==> src/rtl/segrx_pkg.sv <==
// segrx_pkg: shared types and constants for the 7-segment scan receiver.
// Holds the segment patterns for digits 0..9, the active-low one-hot digit
// select codes, the digit-index / BCD types and the registered sample layout.
package segrx_pkg;

  typedef logic [1:0] digit_idx_t;
  typedef logic [3:0] bcd_t;

  // Segment patterns, bits {g,f,e,d,c,b,a}, active-high.
  localparam logic [6:0] SEG_0 = 7'h3F;
  localparam logic [6:0] SEG_1 = 7'h06;
  localparam logic [6:0] SEG_2 = 7'h5B;
  localparam logic [6:0] SEG_3 = 7'h4F;
  localparam logic [6:0] SEG_4 = 7'h66;
  localparam logic [6:0] SEG_5 = 7'h6D;
  localparam logic [6:0] SEG_6 = 7'h7D;
  localparam logic [6:0] SEG_7 = 7'h07;
  localparam logic [6:0] SEG_8 = 7'h7F;
  localparam logic [6:0] SEG_9 = 7'h6F;

  // Digit select codes, active-low one-hot.
  localparam logic [3:0] SEL_D0 = 4'b1110;
  localparam logic [3:0] SEL_D1 = 4'b1101;
  localparam logic [3:0] SEL_D2 = 4'b1011;
  localparam logic [3:0] SEL_D3 = 4'b0111;

  // One registered snapshot of the scan bus; dat is already polarity-corrected.
  typedef struct packed {
    logic [3:0] sel;
    logic [7:0] dat;
  } sample_t;

  // Result of decoding a select value: valid only for exactly one low line.
  typedef struct packed {
    logic       valid;
    digit_idx_t idx;
  } sel_dec_t;

  function automatic sel_dec_t decode_sel(input logic [3:0] sel);
    sel_dec_t d;
    d.valid = 1'b1;
    d.idx   = 2'd0;
    case (sel)
      SEL_D0:  d.idx = 2'd0;
      SEL_D1:  d.idx = 2'd1;
      SEL_D2:  d.idx = 2'd2;
      SEL_D3:  d.idx = 2'd3;
      default: d.valid = 1'b0;
    endcase
    return d;
  endfunction

endpackage

==> src/rtl/seg_scan_rx_seg7_to_bcd.sv <==
// seg7_to_bcd: combinational 7-segment pattern to BCD decoder.
// Any pattern other than the ten digit shapes reports o_valid=0.
module seg7_to_bcd
  import segrx_pkg::*;
(
  input  logic [6:0] i_seg,
  output logic       o_valid,
  output bcd_t       o_bcd
);

  // Pattern lookup; unknown shapes are flagged rather than guessed.
  always_comb begin
    // NOTE: both outputs get a default before the case so no path leaves
    // them unassigned, which would otherwise infer a latch.
    o_valid = 1'b1;
    o_bcd   = 4'd0;
    case (i_seg)
      SEG_0:   o_bcd = 4'd0;
      SEG_1:   o_bcd = 4'd1;
      SEG_2:   o_bcd = 4'd2;
      SEG_3:   o_bcd = 4'd3;
      SEG_4:   o_bcd = 4'd4;
      SEG_5:   o_bcd = 4'd5;
      SEG_6:   o_bcd = 4'd6;
      SEG_7:   o_bcd = 4'd7;
      SEG_8:   o_bcd = 4'd8;
      SEG_9:   o_bcd = 4'd9;
      default: o_valid = 1'b0;
    endcase
  end

endmodule

==> src/rtl/seg_scan_rx.sv <==
// seg_scan_rx: snoops a multiplexed 4-digit 7-segment scan bus, waits for
// each digit to be stable for STABLE_CYC samples, decodes it back to BCD and
// hands complete 4-digit frames to a consumer over valid/ready.
// Build option SEGRX_DP_EN: when defined, the decimal point of each digit is
// captured, delivered on dp_out and takes part in the stability compare;
// when undefined, dp is masked off before the compare and dp_out reads 0.
module seg_scan_rx
  import segrx_pkg::*;
#(
  parameter int STABLE_CYC  = 4,    // identical samples needed for a capture (>=2)
  parameter bit SEG_ACT_LOW = 1'b0  // 1: segment lines are active-low
) (
  input  logic        clk,
  input  logic        rst,
  input  logic [3:0]  seg_sel_in,
  input  logic [7:0]  seg_dat_in,
  input  logic        frame_ready,
  output logic        frame_valid,
  output logic [15:0] digits_out,
  output logic [3:0]  dp_out,
  output logic        err_out,
  output logic [1:0]  err_digit
);

  localparam int               CNT_W   = $clog2(STABLE_CYC + 1);
  localparam logic [CNT_W-1:0] CNT_MAX = CNT_W'(STABLE_CYC);

`ifdef SEGRX_DP_EN
  localparam logic [7:0] DAT_KEEP = 8'hFF;
`else
  // dp is forced to 0 so dp flicker can never break a digit's stability.
  localparam logic [7:0] DAT_KEEP = 8'h7F;
`endif

  // ---------------------------------------------------------------------
  // Input sampling
  // ---------------------------------------------------------------------
  logic [7:0] w_dat_pos;
  sample_t    w_sample;
  sample_t    r_smp;
  sample_t    r_prev;

  assign w_dat_pos = SEG_ACT_LOW ? ~seg_dat_in : seg_dat_in;
  assign w_sample  = '{sel: seg_sel_in, dat: w_dat_pos & DAT_KEEP};

  // Register the bus once and keep the previous sample for the stability compare.
  always_ff @(posedge clk) begin
    // NOTE: sequential state uses non-blocking assignment so every register
    // samples the pre-edge value of the others (r_prev really is the old r_smp).
    if (rst) begin
      r_smp  <= '0;
      r_prev <= '0;
    end else begin
      r_smp  <= w_sample;
      r_prev <= r_smp;
    end
  end

  // ---------------------------------------------------------------------
  // Stability counter and capture strobe
  // ---------------------------------------------------------------------
  sel_dec_t         w_sel;
  logic [CNT_W-1:0] r_cnt;
  logic [CNT_W-1:0] w_cnt_nxt;
  logic             w_capture;

  assign w_sel = decode_sel(r_smp.sel);

  // Count identical consecutive samples, saturating; invalid selects pin it at 0.
  always_comb begin
    w_cnt_nxt = r_cnt;
    if (!w_sel.valid) begin
      w_cnt_nxt = '0;
    end else if (r_smp != r_prev) begin
      w_cnt_nxt = CNT_W'(1);
    end else if (r_cnt != CNT_MAX) begin
      w_cnt_nxt = r_cnt + 1'b1;
    end
  end

  // Stability counter register.
  always_ff @(posedge clk) begin
    if (rst) begin
      r_cnt <= '0;
    end else begin
      r_cnt <= w_cnt_nxt;
    end
  end

  // Fires exactly once per stable run: on the step into saturation.
  assign w_capture = w_sel.valid && (w_cnt_nxt == CNT_MAX) && (r_cnt != CNT_MAX);

  // ---------------------------------------------------------------------
  // Segment decode
  // ---------------------------------------------------------------------
  logic w_seg_valid;
  bcd_t w_seg_bcd;
  logic w_cap_ok;
  logic w_cap_bad;

  seg7_to_bcd u_dec (
    .i_seg   (r_smp.dat[6:0]),
    .o_valid (w_seg_valid),
    .o_bcd   (w_seg_bcd)
  );

  assign w_cap_ok  = w_capture &&  w_seg_valid;
  assign w_cap_bad = w_capture && !w_seg_valid;

  // ---------------------------------------------------------------------
  // Shadow digits, capture mask, frame load
  // ---------------------------------------------------------------------
  bcd_t [3:0] r_shadow;
  logic [3:0] r_mask;
  logic [3:0] w_mask_nxt;
  logic       r_frame_valid;
  logic       w_complete;
  logic       w_load;

  assign w_complete = (r_mask == 4'hF);
  assign w_load     = w_complete && (!r_frame_valid || frame_ready);

  // A load empties the mask; a capture in the same cycle then starts the next frame.
  always_comb begin
    w_mask_nxt = r_mask;
    if (w_load) begin
      w_mask_nxt = 4'h0;
    end
    if (w_capture) begin
      w_mask_nxt[w_sel.idx] = w_seg_valid;
    end
  end

  // Capture mask register.
  always_ff @(posedge clk) begin
    if (rst) begin
      r_mask <= 4'h0;
    end else begin
      r_mask <= w_mask_nxt;
    end
  end

  // Shadow digit store; bad patterns leave the previous value untouched.
  always_ff @(posedge clk) begin
    // NOTE: the shadow digits are reset along with the control state so a
    // frame started after reset can never deliver stale digits.
    if (rst) begin
      r_shadow <= '0;
    end else if (w_cap_ok) begin
      r_shadow[w_sel.idx] <= w_seg_bcd;
    end
  end

  // ---------------------------------------------------------------------
  // Error reporting
  // ---------------------------------------------------------------------
  logic       r_err;
  digit_idx_t r_err_digit;

  // One-cycle error pulse with the index of the digit that carried it.
  always_ff @(posedge clk) begin
    if (rst) begin
      r_err       <= 1'b0;
      r_err_digit <= 2'd0;
    end else begin
      r_err <= w_cap_bad;
      if (w_cap_bad) begin
        r_err_digit <= w_sel.idx;
      end
    end
  end

  // ---------------------------------------------------------------------
  // Output frame and handshake
  // ---------------------------------------------------------------------
  logic [15:0] r_digits;

  // Load the shadow when a frame is complete and the output is free; drop
  // valid once the consumer takes the frame and nothing new is loaded.
  always_ff @(posedge clk) begin
    if (rst) begin
      r_frame_valid <= 1'b0;
      r_digits      <= 16'h0000;
    end else if (w_load) begin
      r_frame_valid <= 1'b1;
      r_digits      <= r_shadow;
    end else if (r_frame_valid && frame_ready) begin
      r_frame_valid <= 1'b0;
    end
  end

`ifdef SEGRX_DP_EN
  logic [3:0] r_shadow_dp;
  logic [3:0] r_dp_out;

  // Decimal-point shadow, updated alongside the digit it belongs to.
  always_ff @(posedge clk) begin
    if (rst) begin
      r_shadow_dp <= 4'h0;
    end else if (w_cap_ok) begin
      r_shadow_dp[w_sel.idx] <= r_smp.dat[7];
    end
  end

  // Decimal-point output, loaded together with the digits.
  always_ff @(posedge clk) begin
    if (rst) begin
      r_dp_out <= 4'h0;
    end else if (w_load) begin
      r_dp_out <= r_shadow_dp;
    end
  end

  assign dp_out = r_dp_out;
`else
  assign dp_out = 4'b0000;
`endif

  assign frame_valid = r_frame_valid;
  assign digits_out  = r_digits;
  assign err_out     = r_err;
  assign err_digit   = r_err_digit;

endmodule

==> config.mk <==
export PLATFORM = sky130hd
export DESIGN_NAME = seg_scan_rx
export DESIGN_NICKNAME = d
export VERILOG_FILES = /design/src/rtl/segrx_pkg.sv /design/src/rtl/seg_scan_rx_seg7_to_bcd.sv /design/src/rtl/seg_scan_rx.sv
export SDC_FILE = /design/constraint.sdc
export NUM_CORES = 1
export LEC_CHECK = 0
export ABC_AREA = 1
export CAP_MARGIN = 20
export CORE_MARGIN = 5
export CORE_UTILIZATION = 50
export CTS_CLUSTER_SIZE = 30
export DETAILED_ROUTE_END_ITERATION = 10
export PLACE_DENSITY_LB_ADDON = 0.1
export SETUP_SLACK_MARGIN = 0.05
export SYNTH_ARGS = -nofsm -noshare
export SYNTH_HDL_FRONTEND = slang
export SYNTH_HIERARCHICAL = 1
export SYNTH_SLANG_ARGS = --single-unit
==> constraint.sdc <==
create_clock -name clk -period 1.8 [get_ports clk]
set_clock_uncertainty 0.15 [all_clocks]
set_input_delay 0.36 -clock clk [delete_from_list [all_inputs] [get_ports clk]]
set_output_delay 0.36 -clock clk [all_outputs]
set_load 0.02 [all_outputs]
Yosys cells after proc, flatten, opt, wreduce, memory -nomap -nowiden
Cells that the tools add are included.
{"block": "totals", "reg_bits": 67, "latchBits": 0, "ramBits": 0, "mem_bits_ro": 0, "in_bits": 15, "output_inout_bits": 24, "elab_cells": 66, "memories": 0}
{"block": "op_classes", "add_sub_neg": 1, "n_mul": 0, "div_mod_pow": 0, "n_lt_le_gt_ge": 2, "eq_ne": 18, "shifts": 0, "mux": 17, "bitwise": 0, "reduce_logical": 13}
{"operator": "== test 7 bit, second input constant", "n": 7}
{"operator": "one-hot mux 4 bit (9 select lines)", "n": 1}
{"operator": "bitwise mux 16 bit", "n": 1}
{"operator": "== test 4 bit, second input constant", "n": 4}
{"operator": "== test 7 x 3 -> 1 bit, second input constant", "n": 2}
{"operator": "2-to-1 mux 4 bit", "n": 3}
{"operator": "inequality test 12 bit", "n": 1}
{"operator": "OR reduction 10 bit", "n": 1}
{"operator": "2-to-1 mux 3 bit", "n": 3}
{"operator": "demux 4 bit (select 2 bit)", "n": 1}
{"operator": "== test 7 x 6 -> 1 bit, second input constant", "n": 1}
{"operator": "logical AND 1 bit", "n": 7}
{"operator": "one-hot mux 2 bit (3 select lines)", "n": 1}
{"operator": "2-to-1 mux 1 bit", "n": 5}
{"operator": "bitwise mux 4 bit", "n": 1}
{"operator": "== test 4 x 3 -> 1 bit, second input constant", "n": 1}
{"operator": "OR reduction 4 bit", "n": 1}
{"operator": "adder 3 x 1 -> 3 bit, second input constant", "n": 1}
{"operator": "== test 3 bit, second input constant", "n": 1}
{"operator": "< comparator 2 x 3 -> 1 bit, second input constant", "n": 1}
{"operator": "inequality test 3 bit, second input constant", "n": 1}
{"operator": "demux 1 bit (select 2 bit)", "n": 1}
{"operator": ">= comparator 2 x 1 -> 1 bit, second input constant", "n": 1}
{"operator": "logical NOT 1 bit", "n": 2}
{"operator": "other kinds (2)", "n": 2}

Longest topological paths before layout
Gate-level depths: netlist of the first run.
{"block": "depth", "word_depth": 8, "depth_mapped": 14}

Cells and area by module
Netlist of the first run, hierarchy kept.
{"mod": "seg_scan_rx", "n_inst": 1, "cells_each": 402, "area_per_inst_um2": 2926.6, "seq_area_each_um2": 1301.2}
{"mod": "seg7_to_bcd", "n_inst": 1, "cells_each": 47, "area_per_inst_um2": 250.2, "seq_area_each_um2": 0.0}

Least setup slack after synthesis of the first run
Ideal clock, no wire load.
{"block": "synth_timing", "path_kind": "reg2reg", "startpoint": "register r_smp[11] in the netlist's numbering", "endpoint": "register r_mask[0]", "arrival_ps": 1644, "required_ps": 1517, "slack_ps": -127, "stages_incl_launch_ff": 11, "synth_period_minus_slack_ps": 1927, "cell_sequence": "dfxtp_1 inv_2 nor3_4 nor2_2 nand2_4 nand4_4 nor2_8 buf_6 nand2_1 nand2_1 a21oi_2"}
{"block": "synth_between", "elab_chain_len": 8, "word_cells_on_any_way": 20, "classes_between": "2 x order compare; 6 x eq/ne; 8 x mux; 4 x reduce/logical"}
{"item": "start: declaration", "line_no": "seg_scan_rx.sv:40", "text": "sample_t r_smp;"}
{"item": "start signal: assignment", "line_no": "seg_scan_rx.sv:54", "text": "r_smp <= w_sample;"}
{"item": "== test 4 x 3 -> 1 bit or == test 4 bit (tied branches)", "line_no": "segrx_pkg.sv:43", "text": "case (sel)"}
{"item": "one-hot mux 2 bit (3 select lines) or OR reduction 4 bit (tied branches)"}
{"item": "< comparator 2 x 3 -> 1 bit (implied by the code) (tied with other cells)", "line_no": "seg_scan_rx.sv:130", "text": "w_mask_nxt[w_sel.idx] = w_seg_valid;"}
{"item": "logical AND 1 bit (implied by the code) or 2-to-1 mux 3 bit (tied branches)", "line_no": "seg_scan_rx.sv:130, seg_scan_rx.sv:72"}
{"item": "2-to-1 mux 1 bit (implied by the code) or == test 3 bit (tied branches)", "line_no": "seg_scan_rx.sv:130, seg_scan_rx.sv:91"}
{"item": "demux 1 bit (select 2 bit) or logical AND 1 bit (tied branches)", "line_no": "seg_scan_rx.sv:130, seg_scan_rx.sv:91"}
{"item": "bitwise mux 4 bit or logical AND 1 bit (tied branches)", "line_no": "seg_scan_rx.sv:130, seg_scan_rx.sv:91"}
{"item": "2-to-1 mux 4 bit *", "line_no": "seg_scan_rx.sv:129", "text": "if (w_capture) begin"}
{"item": "end signal: assignment", "line_no": "seg_scan_rx.sv:139", "text": "r_mask <= w_mask_nxt;"}
{"item": "end: declaration", "line_no": "seg_scan_rx.sv:114", "text": "logic [3:0] r_mask;"}
Every way passes the cells marked *; elsewhere a longest branch is shown, timed or not.
A chain may end at the register's enable or synchronous reset.

Worst setup path after layout of the first run
{"block": "layout_timing", "startpoint": "register r_smp[10] in the netlist's numbering", "endpoint": "register r_shadow[2] in the netlist's numbering"}
{"block": "layout_between", "elab_chain_len": 8, "word_cells_on_any_way": 20, "classes_between": "2 x order compare; 6 x eq/ne; 7 x mux; 5 x reduce/logical"}
{"item": "parallel branches: the longest is 8 deep, another holds < comparator 2 x 3 -> 1 bit"}
{"item": "end signal: indexed assignment", "line_no": "seg_scan_rx.sv:150", "text": "r_shadow[w_sel.idx] <= w_seg_bcd;"}
{"item": "end: declaration", "line_no": "seg_scan_rx.sv:113", "text": "bcd_t [3:0] r_shadow;"}
Parallel ways; which one is timed is not known.

==> flow_summary_export.csv, run 1 <==
group,metric,value,unit
run_status,status,"finished, violations left",
run_status,violations,"setup timing",
routing,num_vias,2814,
pwr,p_leak,1.985,nW
pwr,p_switching,726.4,µW
sta,fin_tns_setup,-1.950,ns
sta,fmaxAchievable,0.5153,GHz
logic_synthesis,synth_area,3177,µm²
logic_synthesis,synth_cells,449,
pwr,p_int,2.148,mW
sta,rsz0062_at_grt,"yes",
pwr,power_per_cell_area,688.6,nW/µm²
logic_synthesis,yosysTopAreaCell,"dfxtp_1",
setup_path,crit_type,"flip-flop to flip-flop",
routing,routed_wl,6630,µm
global_route,grt_pass1_wl,11340,µm
clock_tree,cts-root-buf,"clkbuf_8",
floorplan,initial_core_util,0.5061,
setup_path,end_kind,"flip-flop",
layout,layout-drive-gt1-share,0.2901,
clock_tree,holdBufCountCts,0,
sta,hold_violations,0,
sta,finalCriticalPeriod,1.940,ns
clock_tree,clk_path_buf_depth,2,
pwr,pwr-share-comb,0.093,
setup_path,required,1.93,ns
logic_synthesis,synth-seq-cells,65,
global_route,track_usage,0.1688,
placement,hpwl,4560,µm
placement,place_congestion,0.8226,
routing,routedWlPerCell,11.03,µm
logic_synthesis,yosys-top-cells-area,"dfxtp_1 41%, nand2_1 12%, inv_1 9.8%",
pwr,power,2.874,mW
sta,period_share,1.078,
setup_path,critPathArrivalTime,2.07,ns
floorplan,die_area,8048,µm²
layout,final_cell_mix,"82 x nand2_1, 68 x inv_1, 57 x nor2_1, 54 x dfxtp_1, 35 x buf_4",
logic_synthesis,ys_seq_area_frac,0.4096,
logic_synthesis,syn_area_per_cell,7.075,µm²
placement,dpl_worst_slack,-0.1999,ns
floorplan,core-area,6277,µm²
sta,setup_violations,22,
pwr,switching_share,0.2527,
hold_path,hp-class,"flip-flop to flip-flop",
layout,synthToLayoutAreaGrowth,31.39,%
global_route,antenna_found_initial,0,
clock_tree,clkSinkCount,65,
pwr,clockPowerShare,0.392,
floorplan,row_count,29,
routing,drc,0,
logic_synthesis,synth.top_cell.area_share,0.4096,
sta,worst_slack,-0.1404,ns
logic_synthesis,synth_cell_types,33,
global_route,gr-total-overflow,0,
global_route,grt_pass1_vias,2559,
placement,port_buffers,33,
job,maxCapViolCount,0,
setup_path,crit_path_start_kind,"flip-flop",
routing,avgViaCountPerCell,4.682,
routing,ant_nets,0,
floorplan,die_x,89.71,µm
routing,first_iter_violations,92,
clock_tree,cts_buffers,9,
logic_synthesis,yosys_warnings,6,
sta,report.final.slew_viol_count,0,
floorplan,die_y,89.71,µm
layout,layoutNonFillerInstCount,601,
clock_tree,cts.htree.levels,3,
layout,antenna_cells,0,
setup_path,path_max_fanout,7,
pwr,ir_drop,699.9,µV
pwr,p_seq_frac,0.516,
layout,final_common_cell,"nand2_1",
clock_tree,clk_latency,0.34,ns
routing,first_pass_iters,4,
layout,nets,537,
floorplan,ios,39,
clock_tree,clkTransAtPathRegs,0.07,ns
clock_tree,cts_tree,"yes",
placement,place_inst,580,
global_route,grt_max_degree,37,
-- metal layers --
| metal | up-vias | share of wire | routed length, µm | global-route usage |
|---|---|---|---|---|
| met5 | - | 0 | 0 | 0 |
| met4 | 0 | 0.018 | 119 | 0.08060 |
| met3 | 11 | 0.052 | 343 | 0.03756 |
| met2 | 66 | 0.44 | 2945 | 0.2561 |
| met1 | 1229 | 0.49 | 3221 | 0.2264 |
| li1 | 1508 | - | - | - |
-- power groups by stage --
stage | Sequential, mW | Clock [mW] | Combinational (mW)
finish | 1.48 | 1.13 | 0.267
global route | 1.48 | 1.22 | 0.297
CTS | 1.48 | 1.16 | 0.264
floorplan | 1.52 | 0 | 0.153
global placement | 1.51 | 0 | 0.251
detailed placement | 1.51 | 0 | 0.255
-- what timing repair did --
item / CTS / global route
setup buffers: 2 / 1
endpoints found under the setup margin: 43 / 24
pin swaps: 39 / 35
gates cloned: 2 / 1
resized for setup: 35 / 28
-- cell usage after synthesis (all sizes together) --
library cell / count
a21oi: 23
nor3: 7
dfxtp: 65
nand2: 114
xor2: 2
nand3: 12
inv: 86
buf: 10
clkbuf: 8
xnor2: 5
nand4: 22
or2: 1
nor2: 72
ha: 2
o21ai: 17
nor4: 1
conb: 1
clkinv: 1
-- logic make-up after synthesis --
family,Yosys count,share of synthesized area
flip-flops,65,0.4096
AO/OA/AOI/OAI,40,0.06774
buffers and inverters,105,0.1347
other,1,0.001180
XOR/XNOR,7,0.01930
adder cells (fa/ha/maj),2,0.007876
AND/OR/NAND/NOR,229,0.3596
-- worst max-delay path, stage by stage, from the launching register on --
cell and delay [ns]:
dfxtp_4 0.36, buf_4 0.13, nand2_2 0.10, nor3_2 0.05
nor2_2 0.16, nand2_4 0.11, nand2_1 0.14, nand2_4 0.12
nor2_8 0.20, nand3_4 0.14, nand2_2 0.10, inv_2 0.03
nor2_1 0.08
-- final timing paths --
path / depth (start not counted) / slack (ns) / startpoint / endpoint
max reg2reg: 12 / -0.14 / r_smp[10] / r_shadow[2]
max: 12 / -0.14 / r_smp[10] / r_shadow[2]
min reg2reg: 2 / 0.30 / r_shadow[13] / digits_out[13]
min: 2 / 0.30 / r_shadow[13] / digits_out[13]
-- stage by stage --
| stage | hold WS (ns) | util | instance area (µm²) |
|---|---|---|---|
| CTS | 0.3011 | 0.6554 | 4114 |
| floorplan | 0.2792 | - | 3243 |
| global placement | 0.2874 | 0.6175 | 3876 |
| finish | 0.2999 | 0.6649 | 4174 |
| global route | 0.3208 | 0.6649 | 4174 |
| detailed placement | 0.2920 | 0.6175 | 3876 |
-- final cells by class --
cell class	count	area (µm²)
Fill cell	560	2103
Multi-Input combinational cell	285	1605
Sequential cell	65	1328
Timing Repair Buffer	72	639.4
Inverter	87	326.6
Clock buffer	11	151.4
Tap cell	77	96.34
Clock inverter	4	27.53
-- registers in the layout, indices dropped and copies added (netlist names), 2 cells and up --
register,flops
r_cnt,3
err_digit,2
r_prev,11
digits_out,16
r_shadow,16
r_smp,11
r_mask,4
Note: power is estimated with default switching activity, not from simulation.
==> inputs of run 2 (changes only) <==
--- a/config.mk
+++ b/config.mk
@@ -7,8 +7,10 @@
 export LEC_CHECK = 0
 export ABC_AREA = 1
 export CAP_MARGIN = 20
+export CELL_PAD_IN_SITES_DETAIL_PLACEMENT = 1
+export CELL_PAD_IN_SITES_GLOBAL_PLACEMENT = 1
 export CORE_MARGIN = 5
-export CORE_UTILIZATION = 50
+export CORE_UTILIZATION = 36
 export CTS_CLUSTER_SIZE = 30
 export DETAILED_ROUTE_END_ITERATION = 10
 export PLACE_DENSITY_LB_ADDON = 0.1
==> run 2 against run 1 <==
Net effect: the run still ends with setup timing left; clock power grew 13%; utilization shrank 17 points; critical path depth grew 2; register-to-register slack is essentially flat.
==> flow_summary_export.csv, run 2 (same netlist as run 1, synthesis figures left out) <==
group,metric,value,unit
floorplan,die_y,103.9,µm
layout,seq_area,1325,µm²
pwr,p_int,2.237,mW
layout,multiInputGateArea,1583,µm²
floorplan,core-area,8678,µm²
clock_tree,clk_path_buf_depth,2,
routing,first_pass_iters,4,
layout,nets,540,
placement,hpwl,5746,µm
clock_tree,clkSinkCount,65,
routing,dr.max_layer_used,"met4",
setup_path,slowest_delay,0.36,ns
clock_tree,cts.htree.levels,3,
setup_path,path_max_fanout,6,
global_route,grt_pass1_vias,2902,
pwr,power_per_cell_area,713.5,nW/µm²
setup_path,rr_startpoint,"r_smp[9]",
global_route,antenna_found_initial,0,
hold_path,hp-class,"flip-flop to flip-flop",
floorplan,row_count,34,
pwr,p_switching,811.3,µW
clock_tree,cts_tree,"yes",
global_route,track_usage,0.1514,
floorplan,die_area,10800,µm²
sta,hold_slack,0.2994,ns
run_status,status,"finished, violations left",
routing,routed_wl,8022,µm
setup_path,r2r_cells,14,
layout,final_common_cell,"nand2_1",
placement,placed_area,3945,µm²
sta,period_share,1.083,
global_route,gr-total-overflow,0,
global_route,grt_pass1_wl,13660,µm
sta,fmaxAchievable,0.5128,GHz
setup_path,critPathMostFrequentCell,"nand2_2",
sta,fin_tns_setup,-1.969,ns
global_route,grt_max_degree,37,
pwr,ir_drop,415.4,µV
setup_path,crit_type,"flip-flop to flip-flop",
sta,setup_violations,22,
layout,layout-drive-gt1-share,0.2727,
layout,antenna_cells,0,
floorplan,die_x,103.9,µm
layout,nFillCells,1112,
routing,routedWlPerCell,12.61,µm
routing,drc,0,
clock_tree,clk_latency,0.34,ns
routing,num_vias,2894,
layout,synthToLayoutAreaGrowth,34.50,%
run_status,violations,"setup timing",
pwr,clockPowerShare,0.421,
floorplan,ios,39,
setup_path,worstSetupEndpoint,"r_shadow[11]",
routing,met3_length,264,µm
layout,final_cell_mix,"87 x nand2_1, 76 x inv_1, 57 x nor2_1, 54 x dfxtp_1, 40 x buf_4",
placement,port_buffers,33,
sta,finalCriticalPeriod,1.950,ns
placement,place_congestion,0.8058,
setup_path,r2r_setup_slack,-0.15,ns
clock_tree,cts-root-buf,"clkbuf_8",
setup_path,end_kind,"flip-flop",
clock_tree,cts_buffers,9,
clock_tree,holdBufCountCts,0,
routing,route.met2.wl,3966,µm
layout,finalInstanceArea,4273,µm²
routing,avgViaCountPerCell,4.550,
job,maxCapViolCount,0,
setup_path,startpoint,"r_smp[9]",
setup_path,r2r_end,"r_shadow[11]",
setup_path,critPathArrivalTime,2.09,ns
hold_path,min_from,"r_shadow[2]",
sta,hold_violations,0,
setup_path,crit_path_start_kind,"flip-flop",
pwr,p_seq_frac,0.486,
pwr,switching_share,0.2661,
setup_path,crit_chain,"inv_2, nand2_2, nand2_2, nand2_2, nor2_4, nand2_4, nor2_8, nand4_4, nor2_8, buf_12, nand3_4, nand2_1, inv_1, nor2_1",
clock_tree,clkTransAtPathRegs,0.08,ns
routing,ant_nets,0,
floorplan,initial_core_util,0.3661,
sta,report.final.slew_viol_count,0,
routing,first_iter_violations,82,
routing,wl_met1,3732,µm
setup_path,critPathSlowestCell,"dfxtp_4",
pwr,p_leak,2.052,nW
sta,worst_slack,-0.1502,ns
sta,rsz0062_at_grt,"yes",
pwr,pwr-share-comb,0.093,
setup_path,required,1.93,ns
-- run 2: cell count changes in the layout (fill, tap and decap cells not counted), sizes merged --
cell,delta
inv,+1
clkinv,+2
nor2,-3
clkinvlp,-1
bufinv,+1
buf,+5
clkbuf,-1
-- run 2: layer usage --
layer	GRT usage	up-vias
li1	-	1514
met1	0.1918	1339
met2	0.2568	34
met3	0.03724	7
met4	0.03885	0
met5	0	-
-- run 2: final cells by class --
class,instances,share of cell area
repair buffers,78,0.1643
well taps,108,0.03163
flip-flops and latches,65,0.3101
inverters,87,0.07643
clock inverters,7,0.01816
clock buffers,9,0.02899
multi-input cells,282,0.3704
-- run 2: what timing repair did --
action | 4_1_cts | 5_1_grt
buffers inserted | 3 | 1
pin swaps | 13 | 17
resized for setup | 31 | 25
gates cloned | 2 | 0
setup endpoints to repair | 43 | 23
-- run 2: how the worst min path moves through the flow --
| stage | end | slack [ns] | depth (start not counted) |
|---|---|---|---|
| 2_1_floorplan | digits_out[0] | 0.28 | 2 |
| 3_3_place_gp | digits_out[3] | 0.29 | 2 |
| 3_5_place_dp | digits_out[5] | 0.30 | 2 |
| 4_1_cts | digits_out[2] | 0.31 | 2 |
| 5_1_grt | digits_out[5] | 0.32 | 2 |
| 6_report | digits_out[2] | 0.30 | 2 |
-- run 2: through the flow --
step | power [mW] | std cells | util | worst slack [ns]
6_report | 3.048 | 636 | 0.4924 | -0.1502
5_1_grt | 3.197 | 636 | 0.4924 | -0.2971
4_1_cts | 3.082 | 636 | 0.4882 | -0.1766
3_5_place_dp | 1.782 | 615 | 0.4546 | -0.1942
3_3_place_gp | 1.770 | 615 | 0.4546 | -0.1088
2_1_floorplan | 1.670 | 452 | - | 0.005181
-- run 2: worst max-delay path: cells and delay by family (launching register included) --
family,cells,cell delay (ns)
AND/OR/NAND/NOR,11,1.16
flip-flops,1,0.36
buffers and inverters,3,0.24
-- run 2: power by group through the flow --
stage | Sequential (mW) | Combinational, mW | Clock (mW)
final | 1.48 | 0.283 | 1.28
after global placement | 1.51 | 0.257 | 0
after detailed placement | 1.51 | 0.267 | 0
after global routing | 1.49 | 0.317 | 1.39
after floorplan | 1.52 | 0.153 | 0
after CTS | 1.48 | 0.274 | 1.33
==> inputs of run 3 (changes only) <==
--- a/config.mk
+++ b/config.mk
@@ -9,12 +9,13 @@
 export CAP_MARGIN = 20
 export CELL_PAD_IN_SITES_DETAIL_PLACEMENT = 1
 export CELL_PAD_IN_SITES_GLOBAL_PLACEMENT = 1
-export CORE_MARGIN = 5
+export CORE_MARGIN = 2
 export CORE_UTILIZATION = 36
 export CTS_CLUSTER_SIZE = 30
 export DETAILED_ROUTE_END_ITERATION = 10
 export PLACE_DENSITY_LB_ADDON = 0.1
 export SETUP_SLACK_MARGIN = 0.05
+export SLEW_MARGIN = 20
 export SYNTH_ARGS = -nofsm -noshare
 export SYNTH_HDL_FRONTEND = slang
 export SYNTH_HIERARCHICAL = 1
==> run 3 against run 2 <==
Net effect: the flow still finishes with violations (setup timing); sequential power is essentially flat; global-route usage rose by 2.9 points; sequential share of layout area down 0.73 points; utilization is 1.5 points higher; critical endpoint is now r_shadow[1]; largest cell class unchanged; largest power group unchanged.
==> flow_summary_export.csv, run 3 (same netlist as run 1, synthesis figures left out) <==
group,metric,value,unit
setup_path,end_kind,"flip-flop",
pwr,clockPowerShare,0.420,
sta,report.final.slew_viol_count,0,
sta,finalCriticalPeriod,1.900,ns
pwr,power_per_cell_area,701.9,nW/µm²
pwr,p_int,2.250,mW
global_route,grt_pass1_wl,14170,µm
layout,layout-drive-gt1-share,0.3096,
sta,rsz0062_at_grt,"yes",
clock_tree,cts_buffers,9,
setup_path,crit_type,"flip-flop to flip-flop",
clock_tree,clk_latency,0.34,ns
setup_path,r2r_end,"r_shadow[1]",
clock_tree,clkSinkCount,65,
layout,final_common_cell,"nand2_1",
global_route,grt_max_degree,33,
routing,first_iter_violations,112,
placement,place_congestion,0.8253,
pwr,switching_share,0.2687,
layout,synthToLayoutAreaGrowth,38.01,%
layout,final_cell_mix,"79 x nand2_1, 74 x inv_1, 54 x nor2_1, 52 x dfxtp_1, 41 x buf_4",
clock_tree,cts_tree,"yes",
setup_path,r2r_setup_slack,-0.1,ns
run_status,status,"finished, violations left",
layout,finalInstanceArea,4384,µm²
floorplan,ios,39,
floorplan,die_area,9592,µm²
pwr,ir_drop,311.5,µV
sta,setup_violations,19,
hold_path,hp-class,"flip-flop to flip-flop",
global_route,gr-total-overflow,0,
setup_path,required,1.94,ns
pwr,p_switching,827.0,µW
run_status,violations,"setup timing",
sta,hold_violations,0,
hold_path,min_from,"r_shadow[10]",
clock_tree,clk_path_buf_depth,2,
layout,seq_area,1328,µm²
global_route,antenna_found_initial,0,
floorplan,core-area,8636,µm²
layout,antenna_cells,0,
routing,routedWlPerCell,12.57,µm
layout,multiInputGateArea,1635,µm²
routing,avgViaCountPerCell,4.674,
routing,drc,0,
routing,first_pass_iters,4,
routing,routed_wl,8057,µm
hold_path,hold_end,"digits_out[10]",
routing,ant_nets,0,
sta,fmaxAchievable,0.5264,GHz
placement,hpwl,5908,µm
pwr,power,3.077,mW
floorplan,die_x,97.94,µm
setup_path,r2r_cells,14,
pwr,p_leak,2.067,nW
pwr,p_seq_frac,0.482,
clock_tree,cts.htree.levels,3,
clock_tree,holdBufCountCts,0,
global_route,track_usage,0.1809,
setup_path,path_max_fanout,12,
setup_path,rr_startpoint,"r_cnt[1]",
routing,num_vias,2996,
global_route,grt_pass1_vias,3068,
sta,worst_slack,-0.09979,ns
clock_tree,clkTransAtPathRegs,0.08,ns
job,maxCapViolCount,0,
clock_tree,cts-root-buf,"clkbuf_8",
hold_path,hold_depth,2,
floorplan,row_count,34,
placement,placed_area,3980,µm²
pwr,pwr-share-comb,0.099,
floorplan,initial_core_util,0.3679,
setup_path,crit_path_start_kind,"flip-flop",
placement,port_buffers,33,
floorplan,die_y,97.94,µm
sta,period_share,1.055,
layout,nFillCells,1099,
setup_path,critPathArrivalTime,2.04,ns
layout,nets,545,
run 3: cell type report:
cell class / count / share of cell area
clock buffers: 9 / 0.02825
well taps: 108 / 0.03082
inverters: 87 / 0.07449
multi-input cells: 282 / 0.3730
repair buffers: 83 / 0.1729
flip-flops and latches: 65 / 0.3028
clock inverters: 7 / 0.01769
run 3: worst max-delay path, cell delays in order (launching register included):
cell and delay, ns:
dfxtp_2 0.33, inv_2 0.06, ha_4 0.14, nand2_4 0.04, xor2_1 0.14, inv_1 0.08
nand4_1 0.10, nand2_2 0.11, nand2_4 0.08, nor2_8 0.14, buf_12 0.15, nand3_4 0.10
nand2_1 0.10, inv_1 0.05, nor2_1 0.08
run 3: worst max-delay path by stage:
stage,from,to,slack (ns)
final,r_cnt[1],r_shadow[1],-0.1
after detailed placement,r_smp[9],r_shadow[1],-0.18
after CTS,r_smp[9],r_shadow[1],-0.12
after global routing,r_cnt[0],r_shadow[1],-0.25
after floorplan,r_smp[9],r_mask[0],0.005
after global placement,r_smp[9],r_shadow[3],-0.11
run 3: per-stage QoR:
step	hold slack (ns)	worst slack, ns	cells	setup TNS, ns	utilization
6_report	0.3024	-0.09979	641	-1.036	0.5077
5_1_grt	0.3288	-0.2530	641	-4.127	0.5077
4_1_cts	0.3086	-0.1185	640	-1.858	0.5038
3_5_place_dp	0.2926	-0.1837	618	-3.141	0.4609
3_3_place_gp	0.2892	-0.1095	618	-1.775	0.4609
2_1_floorplan	0.2792	0.005181	452	0	-
run 3: layer usage:
metal	share of wire	routed length, µm	track usage	vias to the layer above
met1	0.46	3666	0.2361	1413
met5	0	0	0	-
met2	0.49	3985	0.3024	54
met4	0.013	104	0.05128	0
met3	0.037	300	0.03865	11
li1	-	-	-	1518
run 3: timing repair:
action,4_1_cts,5_1_grt
setup buffers,5,2
endpoints found under the setup margin,43,24
pin swaps,16,22
gates cloned,1,0
endpoints found under the hold margin,0,0
resized for setup,56,20
run 3: power groups by stage:
stage / combinational (mW) / sequential (mW) / clock [mW]
final: 0.304 / 1.48 / 1.29
after global routing: 0.338 / 1.49 / 1.41
after CTS: 0.300 / 1.48 / 1.34
after detailed placement: 0.273 / 1.51 / 0
after global placement: 0.263 / 1.51 / 0
after floorplan: 0.153 / 1.52 / 0
